==> config.mk <==
export PLATFORM = sky130hd
export DESIGN_NAME = riscv_hazard_ctrl
export DESIGN_NICKNAME = d
export VERILOG_FILES = /design/src/rtl/riscv_pipe_pkg.sv /design/src/rtl/hazard_fwd_sel.sv /design/src/rtl/riscv_hazard_ctrl.sv
export SDC_FILE = /design/constraint.sdc
export NUM_CORES = 1
export LEC_CHECK = 0
export BUFFER_PORTS_ARGS = -buffer_cell sky130_fd_sc_hd__buf_4
export CAP_MARGIN = 20
export CORE_MARGIN = 5
export CORE_UTILIZATION = 35
export CTS_CLUSTER_SIZE = 25
export DETAILED_ROUTE_END_ITERATION = 16
export PLACE_DENSITY = 0.7
export SYNTH_ARGS = -nofsm -noshare
export SYNTH_HDL_FRONTEND = slang
export SYNTH_SLANG_ARGS = --single-unit
==> constraint.sdc <==
create_clock -name clk -period 3.44 [get_ports clk]
set_input_delay 0.516 -clock clk [delete_from_list [all_inputs] [get_ports clk]]
set_output_delay 0.516 -clock clk [all_outputs]
set_load 0.1 [all_outputs]
==> src/rtl/riscv_pipe_pkg.sv <==
// Shared encodings for the 5-stage RISC-V pipeline control logic.
package riscv_pipe_pkg;

    // Forwarding mux selects for the E-stage ALU operands.
    localparam logic [1:0] FWD_RF  = 2'b00;  // register-file value
    localparam logic [1:0] FWD_WB  = 2'b01;  // ResultW
    localparam logic [1:0] FWD_MEM = 2'b10;  // ALUResultM

    // pc_src_e value meaning "no redirect, keep fetching sequentially".
    localparam logic [1:0] PC_SRC_SEQ = 2'b00;

    // Multi-cycle execute sequencer states.
    typedef enum logic {
        IDLE = 1'b0,
        BUSY = 1'b1
    } mc_state_e;

endpackage

==> src/rtl/hazard_fwd_sel.sv <==
// Per-operand forwarding select: the youngest in-flight writer (M) wins over W,
// and x0 is never forwarded because it is hard-wired to zero.
module hazard_fwd_sel
    import riscv_pipe_pkg::*;
#(
    parameter int REG_AW = 5
) (
    input  logic [REG_AW-1:0] rs,
    input  logic [REG_AW-1:0] rd_m,
    input  logic [REG_AW-1:0] rd_w,
    input  logic              reg_write_m,
    input  logic              reg_write_w,
    output logic [1:0]        fwd_sel
);

    logic rs_nonzero;
    logic hit_m;
    logic hit_w;

    assign rs_nonzero = (rs != '0);
    assign hit_m      = reg_write_m && (rs == rd_m) && rs_nonzero;
    assign hit_w      = reg_write_w && (rs == rd_w) && rs_nonzero;

    // Priority select: M before W before the register file.
    always_comb begin
        // NOTE: a default is assigned before any branch so every path drives
        // fwd_sel; otherwise synthesis would infer a latch.
        fwd_sel = FWD_RF;
        if (hit_m) begin
            fwd_sel = FWD_MEM;
        end else if (hit_w) begin
            fwd_sel = FWD_WB;
        end
    end

endmodule

==> src/rtl/riscv_hazard_ctrl.sv <==
// Hazard and forwarding controller for the 5-stage pipeline: load-use and RAW
// stalls, redirect flushes, operand forwarding, and a hold sequencer that keeps
// a multi-cycle execute op in E while bubbles are injected into M.
module riscv_hazard_ctrl
    import riscv_pipe_pkg::*;
#(
    parameter int REG_AW     = 5,
    parameter int MC_LATENCY = 4,   // cycles a MUL/DIV occupies E, 2..255
    parameter bit FWD_EN     = 1'b1
) (
    input  logic              clk,
    input  logic              rst,
    input  logic [REG_AW-1:0] rs1_d,
    input  logic [REG_AW-1:0] rs2_d,
    input  logic [REG_AW-1:0] rs1_e,
    input  logic [REG_AW-1:0] rs2_e,
    input  logic [REG_AW-1:0] rd_e,
    input  logic [REG_AW-1:0] rd_m,
    input  logic [REG_AW-1:0] rd_w,
    input  logic              reg_write_e,
    input  logic              reg_write_m,
    input  logic              reg_write_w,
    input  logic              load_e,
    input  logic [1:0]        pc_src_e,
    input  logic              mc_start_e,
    output logic              stall_f,
    output logic              stall_d,
    output logic              stall_e,
    output logic              flush_d,
    output logic              flush_e,
    output logic              bubble_m,
    output logic [1:0]        forward_a_e,
    output logic [1:0]        forward_b_e,
    output logic              mc_busy,
    output logic              mc_done
);

    // The start cycle and the done cycle are both spent in E, so the counter
    // covers only the cycles in between.
    localparam logic [7:0] MC_CNT_INIT = 8'(MC_LATENCY - 2);

    mc_state_e  state_q, state_d;
    logic [7:0] cnt_q,   cnt_d;

    logic       redirect;
    logic       mc_hold;
    logic       mc_last;
    logic       load_use;
    logic       raw_stall;
    logic       hazard_stall;
    logic [1:0] fwd_a_raw;
    logic [1:0] fwd_b_raw;

    function automatic logic reg_hit(input logic [REG_AW-1:0] rs,
                                     input logic [REG_AW-1:0] rd,
                                     input logic              we);
        return we && (rs == rd) && (rs != '0);
    endfunction

    hazard_fwd_sel #(.REG_AW(REG_AW)) u_fwd_a (
        .rs          (rs1_e),
        .rd_m        (rd_m),
        .rd_w        (rd_w),
        .reg_write_m (reg_write_m),
        .reg_write_w (reg_write_w),
        .fwd_sel     (fwd_a_raw)
    );

    hazard_fwd_sel #(.REG_AW(REG_AW)) u_fwd_b (
        .rs          (rs2_e),
        .rd_m        (rd_m),
        .rd_w        (rd_w),
        .reg_write_m (reg_write_m),
        .reg_write_w (reg_write_w),
        .fwd_sel     (fwd_b_raw)
    );

    assign redirect = (pc_src_e != PC_SRC_SEQ);

    // D-stage hazard detection: load-use always, full RAW only without forwarding.
    always_comb begin
        load_use  = load_e && (rd_e != '0) && ((rd_e == rs1_d) || (rd_e == rs2_d));
        raw_stall = 1'b0;
        if (!FWD_EN) begin
            raw_stall = reg_hit(rs1_d, rd_e, reg_write_e) || reg_hit(rs2_d, rd_e, reg_write_e) ||
                        reg_hit(rs1_d, rd_m, reg_write_m) || reg_hit(rs2_d, rd_m, reg_write_m) ||
                        reg_hit(rs1_d, rd_w, reg_write_w) || reg_hit(rs2_d, rd_w, reg_write_w);
        end
        hazard_stall = load_use || raw_stall;
    end

    // Sequencer next-state: a start in IDLE holds immediately; BUSY counts down
    // to the single release (done) cycle.
    always_comb begin
        state_d = state_q;
        cnt_d   = cnt_q;
        mc_hold = 1'b0;
        mc_last = 1'b0;
        case (state_q)
            IDLE: begin
                if (mc_start_e && !redirect) begin
                    mc_hold = 1'b1;
                    state_d = BUSY;
                    cnt_d   = MC_CNT_INIT;
                end
            end
            BUSY: begin
                if (cnt_q != 8'd0) begin
                    mc_hold = 1'b1;
                    cnt_d   = cnt_q - 8'd1;
                end else begin
                    mc_last = 1'b1;
                    state_d = IDLE;
                end
            end
            default: begin
                state_d = IDLE;
                cnt_d   = 8'd0;
            end
        endcase
    end

    // Sequencer state register; reset aborts any op in flight.
    always_ff @(posedge clk or posedge rst) begin
        // NOTE: state flops use non-blocking assignments so every flop samples
        // the pre-edge values, independent of statement order.
        if (rst) begin
            state_q <= IDLE;
            cnt_q   <= 8'd0;
        end else begin
            state_q <= state_d;
            cnt_q   <= cnt_d;
        end
    end

    // Output combine: redirect beats the multi-cycle hold, which beats
    // load-use/RAW; everything is quiet while rst is high.
    always_comb begin
        stall_f     = 1'b0;
        stall_d     = 1'b0;
        stall_e     = 1'b0;
        flush_d     = 1'b0;
        flush_e     = 1'b0;
        bubble_m    = 1'b0;
        forward_a_e = FWD_RF;
        forward_b_e = FWD_RF;
        mc_busy     = 1'b0;
        mc_done     = 1'b0;
        if (!rst) begin
            stall_f  = !redirect && (mc_hold || hazard_stall);
            stall_d  = !redirect && (mc_hold || hazard_stall);
            stall_e  = mc_hold;
            bubble_m = mc_hold;
            flush_d  = redirect;
            // The held multi-cycle op lives in ID/EX, so it must not be cleared.
            flush_e  = redirect || (hazard_stall && !mc_hold);
            if (FWD_EN) begin
                forward_a_e = fwd_a_raw;
                forward_b_e = fwd_b_raw;
            end
            mc_busy = (state_q == BUSY);
            mc_done = mc_last;
        end
    end

endmodule
==> results by group, run 1 <==
Clocking
  • CTS H-tree lvls: 1
  • CTS tree: yes
  • Post-cts gate resize count: 0
  • Number of clock sinks seen by CTS: 9
  • Maximum buffer depth of the clock tree: 2
  • TritonCTS Buffers: 3
  • Clock transition at path regs: 0.06 ns
  • Root buffer cell: sky130_fd_sc_hd__clkbuf_4
  • Number of buffers inserted for hold repair after clock tree synthesis: 0
  • Clock latency on the worst-skew pair: 0.27 ns
  • Number of setup buffers added after CTS: 0

Route
  • Pre-Repair DR Iteration Count: 4
  • Number of DRC violations after detailed routing: 0
  • Post-Route M1 WL: 1219 µm
  • Met3 Wirelength: 281 µm
  • Top layer used by detailed routing: met4
  • WL met2: 1469 µm
  • Via count: 1137
  • Detail-routed net length per standard cell: 14.22 µm
  • Remaining number of nets flagged by the antenna check after routing: 0
  • Detailed router's first-iteration violation count: 54
  • Mean number of vias per cell: 5.363
  • Detailed Route WL: 3014 µm

STA
  • Number of max-slew violations in the final report: 0
  • Unrepaired setup endpoints after global routing: false
  • Hold violation total from the final report: 0
  • Final critical delay including setup and external delays: 2.806 ns
  • Sum Neg Setup Slack: 0 ns
  • Hold WS: 0.2785 ns
  • Worst Skew: 0.006349 ns
  • Highest achievable clock rate: 356.4 MHz
  • Fraction of the cycle the final worst path needs: 81.56%
  • Transition time at the pin with the least slew margin: 0.6251 ns
  • Number of setup violations in the final report: 0
  • Max-Slew Margin vs Limit: 57.94%

Die
  • Area of the core region: 2781 µm²
  • Die width: 64.11 µm
  • Num rows: 19
  • Die H: 64.11 µm
  • DIE AREA: 4110 µm²
  • Number of primary I/O pins: 56
  • Starting utilization of the core area: 36.84%

Logic synthesis
  • Main synth FF type: sky130_fd_sc_hd__dfrtp_1
  • Total of warnings raised by yosys: 0
  • Number of flops mapped to enable cells by yosys: 0
  • Avg Synthesized Cell Area: 8.133 µm²
  • Number of flip-flops and latches in the synthesized netlist: 9
  • Net Count, Synth: 172
  • Cells after synthesis: 126
  • Async SR Flop Fraction: 100.0%
  • Sequential cell area fraction in the yosys report: 21.98%
  • Synth cell types: 38
  • Synth Cell Area: 1025 µm²

Setup path
  • Most common cell type on the critical path: sky130_fd_sc_hd__inv_1
  • Critical Path Slowest Stage Cell: sky130_fd_sc_hd__dfrtp_1
  • Required arrival time at the worst endpoint: 2.92 ns
  • Number of buffers and inverters on the critical path: 3
  • Crit path max fanout: 5
  • Worst R2R Path Depth: 7
  • Cells along the critical path: inv_1, ha_1, or2b_2, o41ai_4, and2_2, inv_1, o2bb2ai_2, buf_4
  • Kind of capture point of the worst setup path: output pin
  • Delay-heaviest family, CP: simple AND/OR/NAND/NOR gates
  • Levels on crit path: 8
  • Category of the critical setup timing path: register to output pin
  • Crit path launch type: register
  • Data arrival at the endpoint of the critical path: 2.29 ns
  • Slowest stage delay, CP: 0.40 ns

Layout
  • Multi-input gate area in the final layout: 764.5 µm²
  • Relative area change from synthesis to final layout: 47.25%
  • Storage cell area: 225.2 µm²
  • Final antenna diode count: 0
  • Fill cell count: 261
  • Share of final-layout standard cells stronger than drive strength 1: 37.02%
  • Total number of nets in the final design: 228

Power and ir drop
  • Proportion of total power due to net switching: 35.83%
  • Total leakage power: 0.6838 nW
  • Net load switching power: 0.0001182 W
  • Portion of total power attributed to combinational logic: 42.9%
  • Power share of the sequential group: 32.1%
  • Power density normalized to cell area: 218.6 nW/µm²
  • Internal power: 0.0002116 W
  • Clock network power share: 25.0%
  • Max VDD drop: 0.0002079 V

Worst hold path
  • Path type of the worst min-delay path: input port to async pin

Global routing
  • Largest net degree at the start of global routing: 12
  • Number of global-route vias before repair: 1103
  • Total global routing track utilization: 14.47%
  • Wire length of the first global-routing pass: 4919 µm
  • Sum of overflow across all layers after global routing: 0
  • Initial antenna violation count: 0

Flow run
  • Maxcap violations: 0

Placement
  • Hpwl dp: 2539 µm
  • Placer Congestion: 0.8392
  • Port-buffer cells: 54

Run status
  • Status: completed
-- final cells by class --
type                    count  share of cell area, %
repair buffers             55                  27.36
inverters                  11                  2.736
clock buffers               4                  1.741
flip-flops and latches      9                  14.93
multi-input cells         102                  50.66
well taps                  31                  2.570
-- kinds of logic (layout without fill, tap and decap cells) --
group | count (synthesis) | in the layout | share of synthesized area, %
multiplexers | 1 | 1 | 0.9768
buffers and inverters | 15 | 70 | 6.959
AO/OA/AOI/OAI | 21 | 21 | 16.36
adder cells (fa/ha/maj) | 2 | 2 | 2.442
flip-flops | 9 | 9 | 21.98
XOR/XNOR | 28 | 28 | 23.93
AND/OR/NAND/NOR | 50 | 50 | 27.35
-- routing by layer --
layer,vias up,GRT usage (%)
li1,559,-
met1,531,16.93
met2,40,25.25
met3,7,5.429
met4,0,2.799
met5,-,0
-- state kept, by name, summed over array words and instances, names as in the netlist --
name,flops
cnt_q,8
state_q,1
-- power by group through the flow --
stage	Clock, W	Combinational, W	Sequential [W]
2_1_floorplan	0	0.0000797	0.000108
3_3_place_gp	0	0.000140	0.000108
3_5_place_dp	0	0.000142	0.000108
4_1_cts	0.0000862	0.000142	0.000106
5_1_grt	0.0000931	0.000151	0.000106
6_report	0.0000824	0.000142	0.000106
-- cell usage in the layout, fill, tap and decap left out, types with 2 or more instances in the layout --
cell type,count
sky130_fd_sc_hd__xnor2_1,13
sky130_fd_sc_hd__nand3_1,7
sky130_fd_sc_hd__o22ai_1,4
sky130_fd_sc_hd__ha_1,2
sky130_fd_sc_hd__inv_1,11
sky130_fd_sc_hd__nor3_1,4
sky130_fd_sc_hd__nor4_1,4
sky130_fd_sc_hd__and2_1,2
sky130_fd_sc_hd__a21oi_1,5
sky130_fd_sc_hd__buf_4,55
sky130_fd_sc_hd__nor2_1,12
sky130_fd_sc_hd__or4_1,3
sky130_fd_sc_hd__dfrtp_1,9
sky130_fd_sc_hd__nor4_4,2
sky130_fd_sc_hd__a22oi_1,2
sky130_fd_sc_hd__xor2_1,15
sky130_fd_sc_hd__nor2b_1,2
sky130_fd_sc_hd__clkbuf_4,3
sky130_fd_sc_hd__nand2_1,4
sky130_fd_sc_hd__nand4_1,3
-- synthesized netlist by cell type (all sizes together), types with 2 or more instances --
cell	n	area, µm²
inv	11	41.29
buf	3	26.27
or4	3	22.52
a21oi	5	25.02
nand4	3	18.77
nor3	4	20.02
nor4	6	37.54
and3	2	13.77
o22ai	4	25.02
xnor2	13	113.9
nor2b	2	12.51
nand3	7	35.03
ha	2	25.02
nor2	12	45.04
dfrtp	9	225.2
a22oi	2	15.01
xor2	15	131.4
nand2	4	15.01
and2	3	20.02
-- worst reg2reg max path, cell delays in order (launching register included) --
cell and delay [ns]:
sky130_fd_sc_hd__dfrtp_1 0.40, sky130_fd_sc_hd__inv_1 0.09, sky130_fd_sc_hd__ha_1 0.13, sky130_fd_sc_hd__or2b_2 0.34, sky130_fd_sc_hd__o41ai_4 0.36, sky130_fd_sc_hd__buf_4 0.25, sky130_fd_sc_hd__nor4_1 0.06, sky130_fd_sc_hd__a311o_1 0.27
-- path summary, 6_finish.rpt --
| kind | start | end | slack (ns) |
|---|---|---|---|
| max | cnt_q[0] | stall_d | 0.63 |
| min | rst | cnt_q[6] | 0.28 |
| max reg2reg | cnt_q[0] | cnt_q[7] | 1.43 |
| min reg2reg | cnt_q[0] | cnt_q[0] | 0.52 |
| max in group asynchronous | rst | cnt_q[4] | 2.88 |
| min in group clk | cnt_q[0] | cnt_q[0] | 0.52 |
-- stage by stage --
stage	power (W)	instances	setup slack, ns	util, %	instance area, µm²
final	0.0003298	212	0.6345	54.25	1509
after global routing	0.0003495	212	0.4775	54.25	1509
after CTS	0.0003345	212	0.6371	54.25	1509
after detailed placement	0.0002496	208	0.7879	53.31	1483
after global placement	0.0002474	208	0.8444	53.31	1483
after floorplan	0.0001875	126	0.008704	-	1061
Power figures use the tool's default switching activity.
==> inputs of run 2 (changes only) <==
clock period = 2.6 ns   (was 3.44 ns; I/O delays follow)
==> run 2 against run 1 <==
Effect of this change:
- count of clock-buffer cells in the layout fell by 1
- clock power increased by 37%
- sequential share of layout area is 1.3 points lower
- global-route usage grew 2.0 points
- die area did not move
- total power rose by 38%
- sequential power is 32% higher
- largest power group unchanged
==> results by group, run 2 (synthesis gave the netlist of run 1 again) <==
Run status
  • Status: completed

Route
  • Detailed Route WL: 3264 µm
  • Via count: 1137
  • Mean number of vias per cell: 5.216
  • Remaining number of nets flagged by the antenna check after routing: 0
  • Pre-Repair DR Iteration Count: 4
  • Detailed router's first-iteration violation count: 38
  • Detail-routed net length per standard cell: 14.97 µm
  • Number of DRC violations after detailed routing: 0

STA
  • Number of setup violations in the final report: 0
  • Transition time at the pin with the least slew margin: 0.5407 ns
  • Number of max-slew violations in the final report: 0
  • Fraction of the cycle the final worst path needs: 95.67%
  • Sum Neg Setup Slack: 0 ns
  • Unrepaired setup endpoints after global routing: false
  • Hold violation total from the final report: 0
  • Final critical delay including setup and external delays: 2.488 ns
  • Highest achievable clock rate: 402.0 MHz
  • Max-Slew Margin vs Limit: 63.62%
  • Worst Skew: 0.003388 ns

Clocking
  • Clock transition at path regs: 0.07 ns
  • Root buffer cell: sky130_fd_sc_hd__clkbuf_4
  • CTS H-tree lvls: 1
  • Maximum buffer depth of the clock tree: 2
  • TritonCTS Buffers: 3
  • CTS tree: yes
  • Clock latency on the worst-skew pair: 0.27 ns
  • Number of clock sinks seen by CTS: 9

Die
  • Starting utilization of the core area: 36.84%
  • Die width: 64.11 µm
  • Number of primary I/O pins: 56
  • Die H: 64.11 µm
  • Area of the core region: 2781 µm²
  • DIE AREA: 4110 µm²
  • Num rows: 19

Setup path
  • Source of the critical timing path: cnt_q[0]
  • Category of the critical setup timing path: register to output pin
  • Delay-heaviest family, CP: simple AND/OR/NAND/NOR gates
  • RR Startpoint: cnt_q[0]
  • Critical Path Slowest Stage Cell: sky130_fd_sc_hd__dfrtp_1
  • Number of buffers and inverters on the critical path: 3
  • Crit path max fanout: 4
  • Cells along the critical path: inv_1, ha_1, or2b_4, o41ai_4, and2_4, inv_1, o2bb2ai_4, buf_12
  • Required arrival time at the worst endpoint: 2.21 ns
  • R2R Setup Slk: 0.53 ns
  • Data arrival at the endpoint of the critical path: 2.10 ns
  • Slowest stage delay, CP: 0.41 ns
  • Crit path launch type: register
  • Most common cell type on the critical path: sky130_fd_sc_hd__inv_1
  • Kind of capture point of the worst setup path: output pin

Flow run
  • Maxcap violations: 0

Layout
  • Most flop-heavy register: cnt_q
  • Most frequent cells in the layout: 59 x sky130_fd_sc_hd__buf_4, 15 x sky130_fd_sc_hd__xor2_1, 13 x sky130_fd_sc_hd__xnor2_1
  • Relative area change from synthesis to final layout: 61.17%
  • Max reg flops: 8
  • Most frequent standard cell in the layout excluding fill and tap cells: sky130_fd_sc_hd__buf_4
  • Final antenna diode count: 0
  • Total number of nets in the final design: 234
  • Biggest regs: cnt_q x8, state_q x1
  • Share of final-layout standard cells stronger than drive strength 1: 42.78%
  • Final Instance Area: 1652 µm²

Global routing
  • Initial antenna violation count: 0
  • Wire length of the first global-routing pass: 5423 µm
  • Largest net degree at the start of global routing: 11
  • Number of global-route vias before repair: 1195
  • Sum of overflow across all layers after global routing: 0
  • Total global routing track utilization: 16.47%

Worst hold path
  • Path type of the worst min-delay path: input port to async pin

Placement
  • Port-buffer cells: 54
  • Cell area after placement: 1580 µm²
  • Placer Congestion: 0.8121
  • Hpwl dp: 2721 µm

Power and ir drop
  • Total leakage power: 0.7392 nW
  • Max VDD drop: 0.0003912 V
  • Power density normalized to cell area: 276.1 nW/µm²
[run 2: stage by stage]
step	worst slack (ns)	power (W)	utilization (%)	std cells	hold WS, ns
floorplan	-0.1176	0.0002580	-	126	0.4795
global placement	0.2381	0.0003398	56.82	212	0.4937
detailed placement	0.1988	0.0003433	56.82	212	0.4935
CTS	0.02216	0.0004613	59.38	218	0.1994
global route	0.02101	0.0004854	59.38	218	0.2089
finish	0.1125	0.0004561	59.38	218	0.2052
[run 2: tightest hold or removal path, cell delays in order]
cell	delay, ns
sky130_fd_sc_hd__buf_4	0.17
sky130_fd_sc_hd__inv_1	0.08
sky130_fd_sc_hd__buf_4	0.19
[run 2: final cells by class]
type / instances / area [µm²]
fillers: 261 / 1130
multi-input cells: 102 / 835.8
repair buffers: 61 / 483.0
flip-flops and latches: 9 / 225.2
inverters: 11 / 41.29
well taps: 31 / 38.79
clock buffers: 3 / 22.52
clock inverters: 1 / 5.005
[run 2: where the power goes]
group	switching [W]	total, W	internal, W	leakage (nW)
registers	0	0.000140	0.000140	0.0956
logic	0.000114	0.000204	0.0000901	0.626
clock network	0.0000556	0.000113	0.0000570	0.0177
total	0.000169	0.000456	0.000287	0.739
[run 2: per-layer routing]
metal,global-route usage (%),wire length (µm),vias up
met1,18.70,1277,524
met4,4.326,12,0
li1,-,-,570
met2,29.40,1740,41
met5,0,0,-
met3,5.429,233,2
[run 2: what timing repair did]
item                                    CTS  global route
setup buffers                             2             0
hold buffers                              0             0
pin swaps                                 2             1
endpoints found under the setup margin    5             5
resized for setup                         8             0
[run 2: worst paths after layout]
kind | endpoint | cells after the start
worst max-delay path | stall_f | 8
worst min-delay path | cnt_q[0] | 3
worst max register to register | cnt_q[7] | 9
worst min register to register | cnt_q[0] | 1
max in group asynchronous | state_q | 3
min in group clk | cnt_q[0] | 1
==> inputs of run 3 (changes only) <==
clock period = 3.07 ns   (was 2.6 ns; I/O delays follow)
==> run 3 against run 2 <==
Effect of this change:
- worst hold slack better by 0.057 ns
- first-iteration DRC count up 16%
- critical path depth unchanged
- wire length down 2.1%
- highest routed layer unchanged
- total power down 19%
==> results by group, run 3 (synthesis gave the netlist of run 1 again) <==
Layout
  • Most frequent standard cell in the layout excluding fill and tap cells: sky130_fd_sc_hd__buf_4
  • Max reg flops: 8
  • Total number of nets in the final design: 228
  • Fill cell count: 255
  • Most flop-heavy register: cnt_q
  • Relative area change from synthesis to final layout: 48.35%
  • Storage cell area: 225.2 µm²
  • Most frequent cells in the layout: 55 x sky130_fd_sc_hd__buf_4, 15 x sky130_fd_sc_hd__xor2_1, 13 x sky130_fd_sc_hd__xnor2_1
  • Final antenna diode count: 0
  • Final Instance Area: 1520 µm²
  • Layout Utilization: 54.66%
  • Share of final-layout standard cells stronger than drive strength 1: 38.67%
  • Biggest regs: cnt_q x8, state_q x1
  • Multi-input gate area in the final layout: 775.7 µm²

Setup path
  • Kind of capture point of the worst setup path: output pin
  • Required arrival time at the worst endpoint: 2.61 ns
  • Data arrival at the endpoint of the critical path: 2.20 ns
  • End of the worst register-to-register path: cnt_q[7]
  • Category of the critical setup timing path: register to output pin
  • Source of the critical timing path: cnt_q[0]
  • Crit path launch type: register
  • Crit path max fanout: 13
  • Worst R2R Path Depth: 7
  • R2R Setup Slk: 1.18 ns
  • RR Startpoint: cnt_q[0]

STA
  • Fraction of the cycle the final worst path needs: 86.75%
  • Unrepaired setup endpoints after global routing: false
  • Post-route worst setup slack: 0.4069 ns
  • Max-Slew Margin vs Limit: 62.54%
  • Transition time at the pin with the least slew margin: 0.5567 ns
  • Hold violation total from the final report: 0
  • Worst Skew: 0.0003406 ns
  • Sum Neg Setup Slack: 0 ns
  • Final critical delay including setup and external delays: 2.663 ns
  • Highest achievable clock rate: 375.5 MHz
  • Hold WS: 0.2624 ns
  • Number of setup violations in the final report: 0
  • Number of max-slew violations in the final report: 0

Global routing
  • Total global routing track utilization: 15.34%
  • Sum of overflow across all layers after global routing: 0
  • Wire length of the first global-routing pass: 5244 µm
  • Initial antenna violation count: 0
  • Number of global-route vias before repair: 1176
  • Largest net degree at the start of global routing: 14

Power and ir drop
  • Total leakage power: 0.6853 nW
  • Power density normalized to cell area: 243.2 nW/µm²
  • Max VDD drop: 0.0002365 V

Die
  • Starting utilization of the core area: 36.84%
  • Num rows: 19
  • Number of primary I/O pins: 56
  • Area of the core region: 2781 µm²
  • Die H: 64.11 µm
  • DIE AREA: 4110 µm²
  • Die width: 64.11 µm

Clocking
  • Number of buffers inserted for hold repair after clock tree synthesis: 0
  • TritonCTS Buffers: 3
  • Post-cts gate resize count: 0
  • Root buffer cell: sky130_fd_sc_hd__clkbuf_4
  • Number of setup buffers added after CTS: 0
  • Number of clock sinks seen by CTS: 9
  • Clock transition at path regs: 0.06 ns
  • CTS tree: yes
  • CTS H-tree lvls: 1
  • Maximum buffer depth of the clock tree: 2
  • Clock latency on the worst-skew pair: 0.26 ns

Placement
  • Placer Congestion: 0.8880
  • Placement Setup Slack: 0.5218 ns
  • Cell area after placement: 1494 µm²
  • Port-buffer cells: 54
  • Hpwl dp: 2712 µm

Route
  • Number of DRC violations after detailed routing: 0
  • Mean number of vias per cell: 5.401
  • Detail-routed net length per standard cell: 15.07 µm
  • Pre-Repair DR Iteration Count: 4
  • Detailed Route WL: 3194 µm
  • Detailed router's first-iteration violation count: 44
  • Via count: 1145
  • Remaining number of nets flagged by the antenna check after routing: 0

Run status
  • Status: completed

Flow run
  • Maxcap violations: 0

Worst hold path
  • Path type of the worst min-delay path: input port to async pin
==> run 3: cell count changes in the layout (fill, tap and decap cells not counted), moves of 2 or more <==
cell	before	now
sky130_fd_sc_hd__buf_12	2	0
sky130_fd_sc_hd__nor2_2	0	2
sky130_fd_sc_hd__nor2_4	3	0
sky130_fd_sc_hd__buf_4	59	55
==> run 3: worst max-delay path by stage <==
stage | end | slack [ns] | cells after the start
5_1_grt | flush_e | 0.28 | 8
4_1_cts | flush_e | 0.40 | 8
3_5_place_dp | forward_b_e[0] | 0.52 | 6
3_3_place_gp | forward_b_e[0] | 0.56 | 6
6_report | flush_e | 0.41 | 8
2_1_floorplan | forward_a_e[0] | 0.21 | 4
==> run 3: layout make-up <==
cell class	instances	area share, %
clock buffer	4	1.728
inverter	11	2.716
multi-input combinational	102	51.03
sequential	9	14.81
tap	31	2.551
timing repair buffer	55	27.16
==> run 3: through the flow <==
stage | cells | total power, W
6_report | 212 | 0.0003697
5_1_grt | 212 | 0.0003921
4_1_cts | 212 | 0.0003748
3_5_place_dp | 208 | 0.0002821
3_3_place_gp | 208 | 0.0002795
2_1_floorplan | 126 | 0.0002115
==> run 3: where the power goes <==
part / leakage (nW) / internal (W) / total (W) / switching (W)
Clock: 0.0150 / 0.0000500 / 0.0000900 / 0.0000400
Combinational: 0.575 / 0.0000692 / 0.000161 / 0.0000919
Sequential: 0.0956 / 0.000119 / 0.000119 / 0
==> run 3: critical path, cell delays in order (launching register included) <==
cell	delay (ns)
sky130_fd_sc_hd__dfrtp_1	0.41
sky130_fd_sc_hd__inv_1	0.09
sky130_fd_sc_hd__ha_1	0.14
sky130_fd_sc_hd__or2b_2	0.34
sky130_fd_sc_hd__o41ai_4	0.22
sky130_fd_sc_hd__buf_4	0.24
sky130_fd_sc_hd__nand3_1	0.10
sky130_fd_sc_hd__o22ai_2	0.10
sky130_fd_sc_hd__buf_4	0.31
==> run 3: layer usage <==
metal  share of wire [%]  vias to the layer above  GRT usage [%]
met5                   0                        -              0
met2                  50                       41          27.14
met1                  41                      539          18.25
met4                 1.3                        0          4.580
li1                    -                      559              -
met3                 7.8                        6          3.678
